===== src/rtl/wpt_ctrl_pkg.sv =====
// wpt_ctrl_pkg: shared definitions for the WPT RF front-end sequencer.
//   - 3-bit state codes (also driven on state_o for debug)
//   - rail register geometry: RAIL_W = 6 = {vcasc[1:0], vbias[3:0]}
package wpt_ctrl_pkg;

  localparam int RAIL_W  = 6;
  localparam int VBIAS_W = 4;
  localparam int VCASC_W = 2;

  localparam logic [2:0] ST_OFF       = 3'd0;
  localparam logic [2:0] ST_RAMP_UP   = 3'd1;
  localparam logic [2:0] ST_RX        = 3'd2;
  localparam logic [2:0] ST_GUARD     = 3'd3;
  localparam logic [2:0] ST_TX        = 3'd4;
  localparam logic [2:0] ST_RAMP_DOWN = 3'd5;

  typedef enum logic [2:0] {
    S_OFF       = ST_OFF,
    S_RAMP_UP   = ST_RAMP_UP,
    S_RX        = ST_RX,
    S_GUARD     = ST_GUARD,
    S_TX        = ST_TX,
    S_RAMP_DOWN = ST_RAMP_DOWN
  } state_t;

endpackage


===== src/rtl/wpt_ctrl_if.sv =====
// wpt_ctrl_if: control/status bundle between the user-project logic and the
// WPT sequencer.
//   master (user logic): drives en_i, tx_req_i, settle_cyc_i, guard_cyc_i;
//                        observes rail, switch and status outputs.
//   slave  (wpt_ctrl)  : the reverse.
interface wpt_ctrl_if #(
  parameter int CNT_W = 8
);
  import wpt_ctrl_pkg::*;

  logic               en_i;
  logic               tx_req_i;
  logic [CNT_W-1:0]   settle_cyc_i;
  logic [CNT_W-1:0]   guard_cyc_i;
  logic [VBIAS_W-1:0] vbias_o;
  logic [VCASC_W-1:0] vcasc_o;
  logic               vswp_o;
  logic               ready_o;
  logic               tx_active_o;
  logic [2:0]         state_o;

  modport master (
    output en_i, tx_req_i, settle_cyc_i, guard_cyc_i,
    input  vbias_o, vcasc_o, vswp_o, ready_o, tx_active_o, state_o
  );

  modport slave (
    input  en_i, tx_req_i, settle_cyc_i, guard_cyc_i,
    output vbias_o, vcasc_o, vswp_o, ready_o, tx_active_o, state_o
  );

endinterface


===== src/rtl/wpt_step_cnt.sv =====
// wpt_step_cnt: loadable down counter shared by the rail-step and guard
// intervals.
//   clk, rst  : clock, synchronous active-high reset (count -> 0)
//   load      : load load_val (0 remapped to 1) this edge
//   load_val  : interval length in cycles
//   expire    : high during the last cycle of a loaded interval, so the
//               owner acts on the edge that ends it; an interval of N
//               cycles expires N edges after the load edge.
module wpt_step_cnt #(
  parameter int CNT_W = 8
) (
  input  logic             clk,
  input  logic             rst,
  input  logic             load,
  input  logic [CNT_W-1:0] load_val,
  output logic             expire
);

  localparam logic [CNT_W-1:0] ONE = CNT_W'(1);

  logic [CNT_W-1:0] cnt;

  // A zero-length interval would never expire; stretch it to one cycle.
  function automatic logic [CNT_W-1:0] at_least_one(input logic [CNT_W-1:0] v);
    return (v == '0) ? ONE : v;
  endfunction

  always_ff @(posedge clk) begin
    if (rst) begin
      cnt <= '0;
    end else if (load) begin
      cnt <= at_least_one(load_val);
    end else if (cnt != '0) begin
      cnt <= cnt - ONE;
    end
  end

  assign expire = (cnt == ONE);

endmodule


===== src/rtl/wpt_ctrl.sv =====
// wpt_ctrl: power sequencer and TX/RX switch controller for the WPT RF
// front end.
//   wb_clk_i : system clock
//   wb_rst_i : synchronous active-high reset; rails drop at once
//   bus      : wpt_ctrl_if slave
//     en_i, tx_req_i, settle_cyc_i, guard_cyc_i  (in)
//     vbias_o[3:0], vcasc_o[1:0], vswp_o, ready_o, tx_active_o, state_o (out)
// Rails are a thermometer code {vcasc, vbias} brought up LSB first and taken
// down MSB first, one bit per settle interval. The switch moves through a
// break-before-make GUARD state whose length is guard_cyc_i.
module wpt_ctrl #(
  parameter int CNT_W = 8
) (
  input  logic       wb_clk_i,
  input  logic       wb_rst_i,
  wpt_ctrl_if.slave  bus
);
  import wpt_ctrl_pkg::*;

  localparam logic [RAIL_W-1:0] RAIL_FIRST = {{(RAIL_W-1){1'b0}}, 1'b1};

  state_t            state;
  logic [RAIL_W-1:0] rail_q;
  logic              vswp_q;
  logic              ready_q;
  logic              tx_active_q;
  logic              target_tx;

  logic              cnt_load;
  logic [CNT_W-1:0]  cnt_val;
  logic              cnt_expire;

  logic              rail_full;
  logic              rail_last;

  assign rail_full = &rail_q;
  assign rail_last = (rail_q == RAIL_FIRST);

  // Counter loads mirror the FSM transitions below: settle interval on
  // every rail step (up or down), guard interval on each switch change.
  always_comb begin
    cnt_load = 1'b0;
    cnt_val  = bus.settle_cyc_i;
    case (state)
      S_OFF:       cnt_load = bus.en_i;
      S_RAMP_UP:   cnt_load = !bus.en_i || (cnt_expire && !rail_full);
      S_RX: begin
        if (!bus.en_i) begin
          cnt_load = 1'b1;
        end else if (bus.tx_req_i) begin
          cnt_load = 1'b1;
          cnt_val  = bus.guard_cyc_i;
        end
      end
      S_TX: begin
        if (!bus.en_i) begin
          cnt_load = 1'b1;
        end else if (!bus.tx_req_i) begin
          cnt_load = 1'b1;
          cnt_val  = bus.guard_cyc_i;
        end
      end
      S_GUARD:     cnt_load = !bus.en_i;
      S_RAMP_DOWN: cnt_load = cnt_expire;
      default:     cnt_load = 1'b0;
    endcase
  end

  wpt_step_cnt #(.CNT_W(CNT_W)) u_step_cnt (
    .clk      (wb_clk_i),
    .rst      (wb_rst_i),
    .load     (cnt_load),
    .load_val (cnt_val),
    .expire   (cnt_expire)
  );

  always_ff @(posedge wb_clk_i) begin
    if (wb_rst_i) begin
      state       <= S_OFF;
      rail_q      <= '0;
      vswp_q      <= 1'b0;
      ready_q     <= 1'b0;
      tx_active_q <= 1'b0;
      target_tx   <= 1'b0;
    end else if (!bus.en_i && state != S_OFF && state != S_RAMP_DOWN) begin
      // Power-down wins from any active state, including mid-ramp and GUARD.
      // If only the first rail was up, it clears now and we are done.
      rail_q      <= rail_q >> 1;
      vswp_q      <= 1'b0;
      ready_q     <= 1'b0;
      tx_active_q <= 1'b0;
      state       <= rail_last ? S_OFF : S_RAMP_DOWN;
    end else begin
      case (state)
        S_OFF: begin
          if (bus.en_i) begin
            rail_q <= RAIL_FIRST;
            state  <= S_RAMP_UP;
          end
        end
        S_RAMP_UP: begin
          if (cnt_expire) begin
            if (rail_full) begin
              state   <= S_RX;
              vswp_q  <= 1'b1;
              ready_q <= 1'b1;
            end else begin
              rail_q <= {rail_q[RAIL_W-2:0], 1'b1};
            end
          end
        end
        S_RX: begin
          if (bus.tx_req_i) begin
            target_tx <= 1'b1;
            vswp_q    <= 1'b0;
            ready_q   <= 1'b0;
            state     <= S_GUARD;
          end
        end
        S_TX: begin
          if (!bus.tx_req_i) begin
            target_tx   <= 1'b0;
            ready_q     <= 1'b0;
            tx_active_q <= 1'b0;
            state       <= S_GUARD;
          end
        end
        S_GUARD: begin
          // Target was latched on entry; tx_req_i is not looked at here.
          if (cnt_expire) begin
            ready_q <= 1'b1;
            if (target_tx) begin
              tx_active_q <= 1'b1;
              state       <= S_TX;
            end else begin
              vswp_q <= 1'b1;
              state  <= S_RX;
            end
          end
        end
        S_RAMP_DOWN: begin
          // en_i is ignored until OFF is reached.
          if (cnt_expire) begin
            rail_q <= rail_q >> 1;
            if (rail_last) state <= S_OFF;
          end
        end
        default: state <= S_OFF;
      endcase
    end
  end

  assign bus.vbias_o     = rail_q[VBIAS_W-1:0];
  assign bus.vcasc_o     = rail_q[RAIL_W-1:VBIAS_W];
  assign bus.vswp_o      = vswp_q;
  assign bus.ready_o     = ready_q;
  assign bus.tx_active_o = tx_active_q;
  assign bus.state_o     = state;

endmodule


===== src/flat_wrapper.sv =====
// flat-port wrapper written by rule: the top's interface ports become plain ports
module wpt_ctrl_flat import wpt_ctrl_pkg::*;
#(
  parameter int CNT_W = 8
)
  (wb_clk_i, wb_rst_i, bus_en_i, bus_tx_req_i, bus_settle_cyc_i, bus_guard_cyc_i, bus_vbias_o, bus_vcasc_o, bus_vswp_o, bus_ready_o, bus_tx_active_o, bus_state_o);
  wpt_ctrl_if #(.CNT_W(CNT_W)) bus_i ();
  input  logic wb_clk_i;
  input  logic wb_rst_i;
  input wire logic [$bits(bus_i.en_i)-1:0] bus_en_i;
  input wire logic [$bits(bus_i.tx_req_i)-1:0] bus_tx_req_i;
  input wire logic [$bits(bus_i.settle_cyc_i)-1:0] bus_settle_cyc_i;
  input wire logic [$bits(bus_i.guard_cyc_i)-1:0] bus_guard_cyc_i;
  output wire logic [$bits(bus_i.vbias_o)-1:0] bus_vbias_o;
  output wire logic [$bits(bus_i.vcasc_o)-1:0] bus_vcasc_o;
  output wire logic [$bits(bus_i.vswp_o)-1:0] bus_vswp_o;
  output wire logic [$bits(bus_i.ready_o)-1:0] bus_ready_o;
  output wire logic [$bits(bus_i.tx_active_o)-1:0] bus_tx_active_o;
  output wire logic [$bits(bus_i.state_o)-1:0] bus_state_o;
  assign bus_i.en_i = bus_en_i;
  assign bus_i.tx_req_i = bus_tx_req_i;
  assign bus_i.settle_cyc_i = bus_settle_cyc_i;
  assign bus_i.guard_cyc_i = bus_guard_cyc_i;
  assign bus_vbias_o = bus_i.vbias_o;
  assign bus_vcasc_o = bus_i.vcasc_o;
  assign bus_vswp_o = bus_i.vswp_o;
  assign bus_ready_o = bus_i.ready_o;
  assign bus_tx_active_o = bus_i.tx_active_o;
  assign bus_state_o = bus_i.state_o;
  wpt_ctrl #(.CNT_W(CNT_W)) u_core (.wb_clk_i(wb_clk_i), .wb_rst_i(wb_rst_i), .bus(bus_i));
endmodule

===== config.mk =====
export PLATFORM = sky130hd
export DESIGN_NAME = wpt_ctrl_flat
export DESIGN_NICKNAME = d
export VERILOG_FILES = /design/src/rtl/wpt_ctrl_pkg.sv /design/src/rtl/wpt_ctrl_if.sv /design/src/rtl/wpt_step_cnt.sv /design/src/rtl/wpt_ctrl.sv /design/src/flat_wrapper.sv
export SDC_FILE = /design/constraint.sdc
export NUM_CORES = 1
export LEC_CHECK = 0
export CAP_MARGIN = 20
export CORE_MARGIN = 8
export CORE_UTILIZATION = 50
export CTS_CLUSTER_SIZE = 28
export DETAILED_ROUTE_END_ITERATION = 10
export HOLD_SLACK_MARGIN = 0.12
export PLACE_DENSITY_LB_ADDON = 0.08
export SYNTH_ARGS = -nofsm -noshare
export SYNTH_HDL_FRONTEND = slang
export SYNTH_SLANG_ARGS = --single-unit

===== constraint.sdc =====
create_clock -name wb_clk_i -period 2.4 [get_ports wb_clk_i]
set_input_delay 0.48 -clock wb_clk_i [delete_from_list [all_inputs] [get_ports wb_clk_i]]
set_output_delay 0.48 -clock wb_clk_i [all_outputs]
set_load 0.02 [all_outputs]

==> out/metrics.cfg, run 1 <==
[status]
status = finished clean

[synthesis]
yosys_warnings = 0
synth_top_area_share_pct = 24.07
synth_mux_area_share_pct = 7.593
syn-num-nets = 240
synth-seq-cells = 21
synth.largest_area_cell = dfxtp_1
ys_types = 59
synth-edff-count = 0
syn_inst = 218
synthTopCellsByArea = dfxtp_1, mux2i_1, nor3_1
avgSynthCellArea_um2 = 8.012
synth_fa_ha_area_share_pct = 1.433
yosys.area_share.xor_xnor_pct = 2.006
seq_area_frac_synth_pct = 24.07
syn_area_mm2 = 0.001747
synth_compound_gate_area_share_pct = 30.59
synth_flop_cell = dfxtp_1
ys_async_sr_fraction_pct = 0
yosys.area_share.simple_pct = 26.65
synth_top_family_by_area = compound AO/OA/AOI/OAI gates

[sta]
fmax_ghz = 0.4523
fin_ws_ps = 189.2
min_period_ps = 2211
skew_ps = 13.82
timing.hold.ws_ps = 507.1
relSlewSlack_pct = 60.53
tightest_slew_ps = 591.2
hold_viol_final = 0
rsz0062_at_grt = false
final_max_slew_viol_count = 0
setup_viol = 0
min_period_over_period_pct = 92.12

[critical_path]
critPathKind = flip-flop to output pin
cp-start-kind = flip-flop
path_max_fanout = 18
worstPathArrival_ps = 1730
worst-path-buf-inv = 1
worstPathRequired_ps = 1920
crit_chain = clkdlybuf4s50_1
r2r_slack_ps = 340
crit_path_end_kind = output pin
cp_slowest_cell = clkdlybuf4s50_1
cp_top_family = buffers and inverters
crit_path_max_incr_delay_ps = 730

[grt]
grt_overflow = 0
grt_max_degree = 23
antenna_found_initial = 0
grt_pass1_vias = 1725
track_usage_pct = 17.12
grt_pass1_wl_um = 7659

[cts]
clk_latency_ps = 300
cts.htree.levels = 1
path_clk_slew_ps = 130
numCtsBuffers = 3
cts_tree = yes
ctsHoldBuffers = 0
root_buffer = clkbuf_4
clock_path_buffers = 2
clock_sinks = 21

[placed_design]
place.gp.congestion = 0.8479
dp_cells = 293
dp_slack_ps = -40.03
dp_hpwl_um = 3733
portBuffers = 31

[drt]
routedWlPerCell_um = 15.73
met1_length_um = 2150
drc = 0
maxUsedRoutingLayer = met4
wl_met2_um = 2141
dr.pass1.iters = 4
num_vias = 1830
finalWirelength_um = 4672
wl_met3_um = 346
drtIter0Drc = 111
antenna_left = 0
vias_per_cell = 6.162

[pwr]
irDropWorstVdd_mv = 0.4313
p_leak_nw = 0.8110
powerDensity_mw_per_mm2 = 1081

[finish]
layout-drive-gt1-share_pct = 13.94
nNetsFinal = 274
insertedDiodeCount = 0
syn_to_final_growth_pct = 22.56
fin_cells = 297

[floorplan]
coreArea_mm2 = 0.003337
die_area_mm2 = 0.005641
fp.dieH_um = 75.11
start_util_pct = 52.34
num_io_pins = 32
row_count = 21
die_w_um = 75.11

[min_path]
min_path_type = flip-flop to flip-flop

[flow_run]
maxCapViolations = 0

==> area by class of cell <==
cell class              instances  area, um2
well taps                      46      57.56
repair buffers                 46      422.9
flip-flops and latches         21      421.7
clock buffers                   3      22.52
fillers                       331       1196
clock inverters                 1      5.005
inverters                       5      18.77
multi-input cells             175       1192
==> worst min-delay path: cells and delay by family, from the launching register on <==
family,cells,cell delay (ps)
flops,1,340
compound gates,2,130
==> cells in the final DEF, fill, tap and decap left out, types with 3 or more instances in the layout <==
| cell | Yosys | routed |
|---|---|---|
| inv_1 | 5 | 5 |
| xnor2_1 | 3 | 3 |
| a21oi_1 | 17 | 17 |
| or4_1 | 3 | 3 |
| nand2b_1 | 4 | 4 |
| nor4_1 | 4 | 4 |
| nor3_1 | 19 | 19 |
| nor2_1 | 9 | 9 |
| mux2i_1 | 11 | 11 |
| nand2_1 | 17 | 17 |
| o31ai_1 | 5 | 5 |
| nor2b_1 | 4 | 4 |
| a311oi_1 | 4 | 4 |
| buf_4 | 3 | 15 |
| dfxtp_1 | 21 | 20 |
| o21ai_0 | 17 | 17 |
| a211oi_1 | 8 | 8 |
| clkdlybuf4s50_1 | 0 | 31 |
| o311a_1 | 3 | 3 |
| clkbuf_4 | 0 | 3 |
==> cell families (layout without fill, tap and decap cells) <==
kind of cell / count (synthesis) / after routing
adders and majority gates: 2 / 2
AOI/OAI and AO/OA: 75 / 75
xor gates and xnor gates: 4 / 4
and+or+nand+nor: 81 / 81
DFF: 21 / 21
buffers and inverters: 22 / 55
muxes: 13 / 13
==> where the power goes <==
part	total, mW	internal [mW]	leakage [nW]	switching [mW]
Combinational	1.43	0.668	0.620	0.765
Sequential	0.712	0.476	0.174	0.236
Clock	0.169	0.0620	0.0177	0.107
==> synthesized netlist by cell type, types with 2 or more instances <==
library cell / count
a211oi_1: 8
a21oi_1: 17
a22oi_1: 2
a311oi_1: 4
a31oi_1: 2
and2b_1: 2
and3_1: 2
buf_2: 2
buf_4: 3
buf_6: 3
clkbuf_1: 7
dfxtp_1: 21
ha_1: 2
inv_1: 5
mux2_2: 2
mux2i_1: 11
nand2_1: 17
nand2b_1: 4
nand4_1: 2
nor2_1: 9
nor2b_1: 4
nor3_1: 19
nor3b_1: 2
nor4_1: 4
o211a_1: 2
o21a_1: 2
o21ai_0: 17
o311a_1: 3
o311ai_0: 2
o31ai_1: 5
or4_1: 3
xnor2_1: 3
==> layer usage <==
layer	vias up	global-route usage, %
li1	903	-
met5	-	0
met1	857	21.03
met3	4	4.794
met4	0	6.087
met2	66	27.64
==> flip-flops by register name (all words and copies together) (netlist names) <==
name                    count
u_core.bus.vswp_o           1
u_core.u_step_cnt.cnt       8
u_core.bus.ready_o          1
u_core.bus.tx_active_o      1
u_core.target_tx            1
u_core.bus.state_o          3
u_core.rail_q               6
==> what timing repair did <==
item,in CTS,in global routing
setup buffers,0,0
setup endpoints to repair,0,1
gates resized for setup,0,1
==> worst paths after layout <==
check                         startpoint                endpoint  depth (start not counted)
setup / recovery   u_core.bus.state_o[0]          bus_state_o[0]                          1
hold / removal    u_core.bus.tx_active_o  u_core.bus.tx_active_o                          2
setup reg to reg        u_core.rail_q[4]   u_core.bus.state_o[0]                          5
hold reg to reg   u_core.bus.tx_active_o  u_core.bus.tx_active_o                          2
==> through the flow <==
step	util, %	power (mW)	area (um2)	TNS [ps]
6_report	64.15	2.314	2141	0
4_1_cts	64.12	2.317	2140	0
5_1_grt	64.15	2.509	2141	0
3_3_place_gp	63.29	2.092	2112	0
3_5_place_dp	63.29	2.140	2112	-64.49
2_1_floorplan	-	1.748	1747	0
Power figures use the tool's default switching activity.
==> run 2: changes to the inputs <==
--- a/config.mk
+++ b/config.mk
@@ -6,6 +6,7 @@
 export NUM_CORES = 1
 export LEC_CHECK = 0
 export CAP_MARGIN = 20
+export CORE_ASPECT_RATIO = 0.7
 export CORE_MARGIN = 8
 export CORE_UTILIZATION = 50
 export CTS_CLUSTER_SIZE = 28
==> run 2 against run 1 <==
Against the previous run: via count increased by 1.6%; utilization shrank 0.16 points; largest power group unchanged; critical path type is now input port to flip-flop; clock-buffer cell count did not move; design area up 2.3%; wire length up 9.8%; die area grew 0.53%; first-iteration DRC count up 41%; non-clock buffer count is 2 higher; global-route usage up 1.6 points; maximum frequency increased by 1.8%; critical endpoint is now u_core.bus.state_o[1].
==> out/metrics.cfg, run 2 (synthesis results as in run 1) <==
[finish]
regMostFlops = u_core.u_step_cnt.cnt
nNetsFinal = 276
largest_register_ffs = 8
fin_cells = 303
final_common_cell = clkdlybuf4s50_1
layout-drive-gt1-share_pct = 14.23
fillCellCount = 283
syn_to_final_growth_pct = 25.43
insertedDiodeCount = 0
final_area_mm2 = 0.002191
mostFrequentLayoutCells = clkdlybuf4s50_1, dfxtp_1, nor3_1

[critical_path]
path_max_fanout = 11
crit_chain = clkdlybuf4s50_1, buf_4, inv_1, o311a_1, o221ai_2, or4_1, a211oi_2
worstRegToRegCells = 5
worst-path-buf-inv = 3
worstPathRequired_ps = 2590
worstPathArrival_ps = 2360
rr_startpoint = u_core.u_step_cnt.cnt[4]
cp-start-kind = input port
crit_path_max_incr_delay_ps = 570
critPathKind = input port to flip-flop
cp_top_family = buffers and inverters
cp.depth = 7
critical_path.startpoint = bus_en_i
cp_slowest_cell = or4_1
crit_path_end_kind = flip-flop

[grt]
antenna_found_initial = 0
met1_usage_pct = 27.69
grt_most_used_layer = met1
track_usage_pct = 18.71
grt_pass1_wl_um = 8590
grt_overflow = 0
grt_use_met3_pct = 5.853
grtUsageMet2_pct = 25.26
grt_pass1_vias = 1719
grt_max_degree = 26

[sta]
tightest_slew_ps = 518.7
final_max_slew_viol_count = 0
hold_viol_final = 0
relSlewSlack_pct = 65.37
min_period_over_period_pct = 90.49
fmax_ghz = 0.4605
min_period_ps = 2172
rsz0062_at_grt = false
tns_ps = 0
skew_ps = 6.196
setup_viol = 0

[cts]
post_cts_buffers = 0
clk_latency_ps = 270
cts.htree.levels = 1
clock_path_buffers = 2
path_clk_slew_ps = 80
clock_sinks = 21
root_buffer = clkbuf_8
numCtsBuffers = 3
ctsResizeCount = 0
ctsHoldBuffers = 0
cts_tree = yes

[min_path]
min-delay-start = u_core.bus.ready_o
whs_path_depth = 2
min_path_type = flip-flop to flip-flop

[drt]
num_vias = 1860
dr.pass1.iters = 5
finalWirelength_um = 5132
routedWlPerCell_um = 16.94
vias_per_cell = 6.139
drc = 0
drtIter0Drc = 157
antenna_left = 0

[floorplan]
die_area_mm2 = 0.005671
die_w_um = 86.65
row_count = 18
coreArea_mm2 = 0.003423
start_util_pct = 51.02
fp.dieH_um = 65.45
num_io_pins = 32

[placed_design]
place.gp.congestion = 0.8787
dp_cells = 299
dpl_cell_area_mm2 = 0.002145
dp_hpwl_um = 4011
portBuffers = 31

[pwr]
irDropWorstVdd_mv = 0.4512
powerDensity_mw_per_mm2 = 1114
p_leak_nw = 0.8354

[status]
status = finished clean

[flow_run]
maxCapViolations = 0

run 2: cell type report:
type / instances / area, um2 / share of cell area (%)
Multi-Input combinational cell: 175 / 1192 / 54.43
Inverter: 5 / 18.77 / 0.8567
Clock buffer: 3 / 41.29 / 1.885
Timing Repair Buffer: 48 / 450.4 / 20.56
Clock inverter: 1 / 5.005 / 0.2284
Sequential cell: 21 / 420.4 / 19.19
Tap cell: 50 / 62.56 / 2.856
run 2: metal layers:
| layer | vias up | share of wire [%] |
|---|---|---|
| met1 | 863 | 51 |
| met2 | 86 | 40 |
| met5 | - | 0 |
| li1 | 907 | - |
| met4 | 0 | 0.78 |
| met3 | 4 | 8.9 |
run 2: worst reg2reg max path, cell delays in order (launching register included):
cell and delay [ps]:
dfxtp_1 390, nor4_4 360, nand3_2 320, or3_1 470, o211a_1 120, a211oi_1 310
run 2: power by group:
part	internal, mW	switching [mW]
Clock	0.116	0.123
Sequential	0.476	0.209
Combinational	0.682	0.833
Total	1.27	1.17
run 2: path summary, 6_finish.rpt:
kind / end / slack (ps)
min reg2reg: u_core.bus.ready_o / 490
min: u_core.bus.ready_o / 490
max: u_core.bus.state_o[1] / 230
max reg2reg: u_core.u_step_cnt.cnt[5] / 320
run 2: through the flow:
step / hold WS (ps) / utilization (%) / power, mW / worst slack (ps)
2_1_floorplan: 484.8 / - / 1.748 / 415.5
3_3_place_gp: 471.3 / 62.65 / 2.148 / 43.64
3_5_place_dp: 479.1 / 62.65 / 2.180 / -20.45
4_1_cts: 496.0 / 64.00 / 2.427 / 252.4
5_1_grt: 505.9 / 64.00 / 2.636 / 158.0
6_report: 489.2 / 64.00 / 2.440 / 228.2
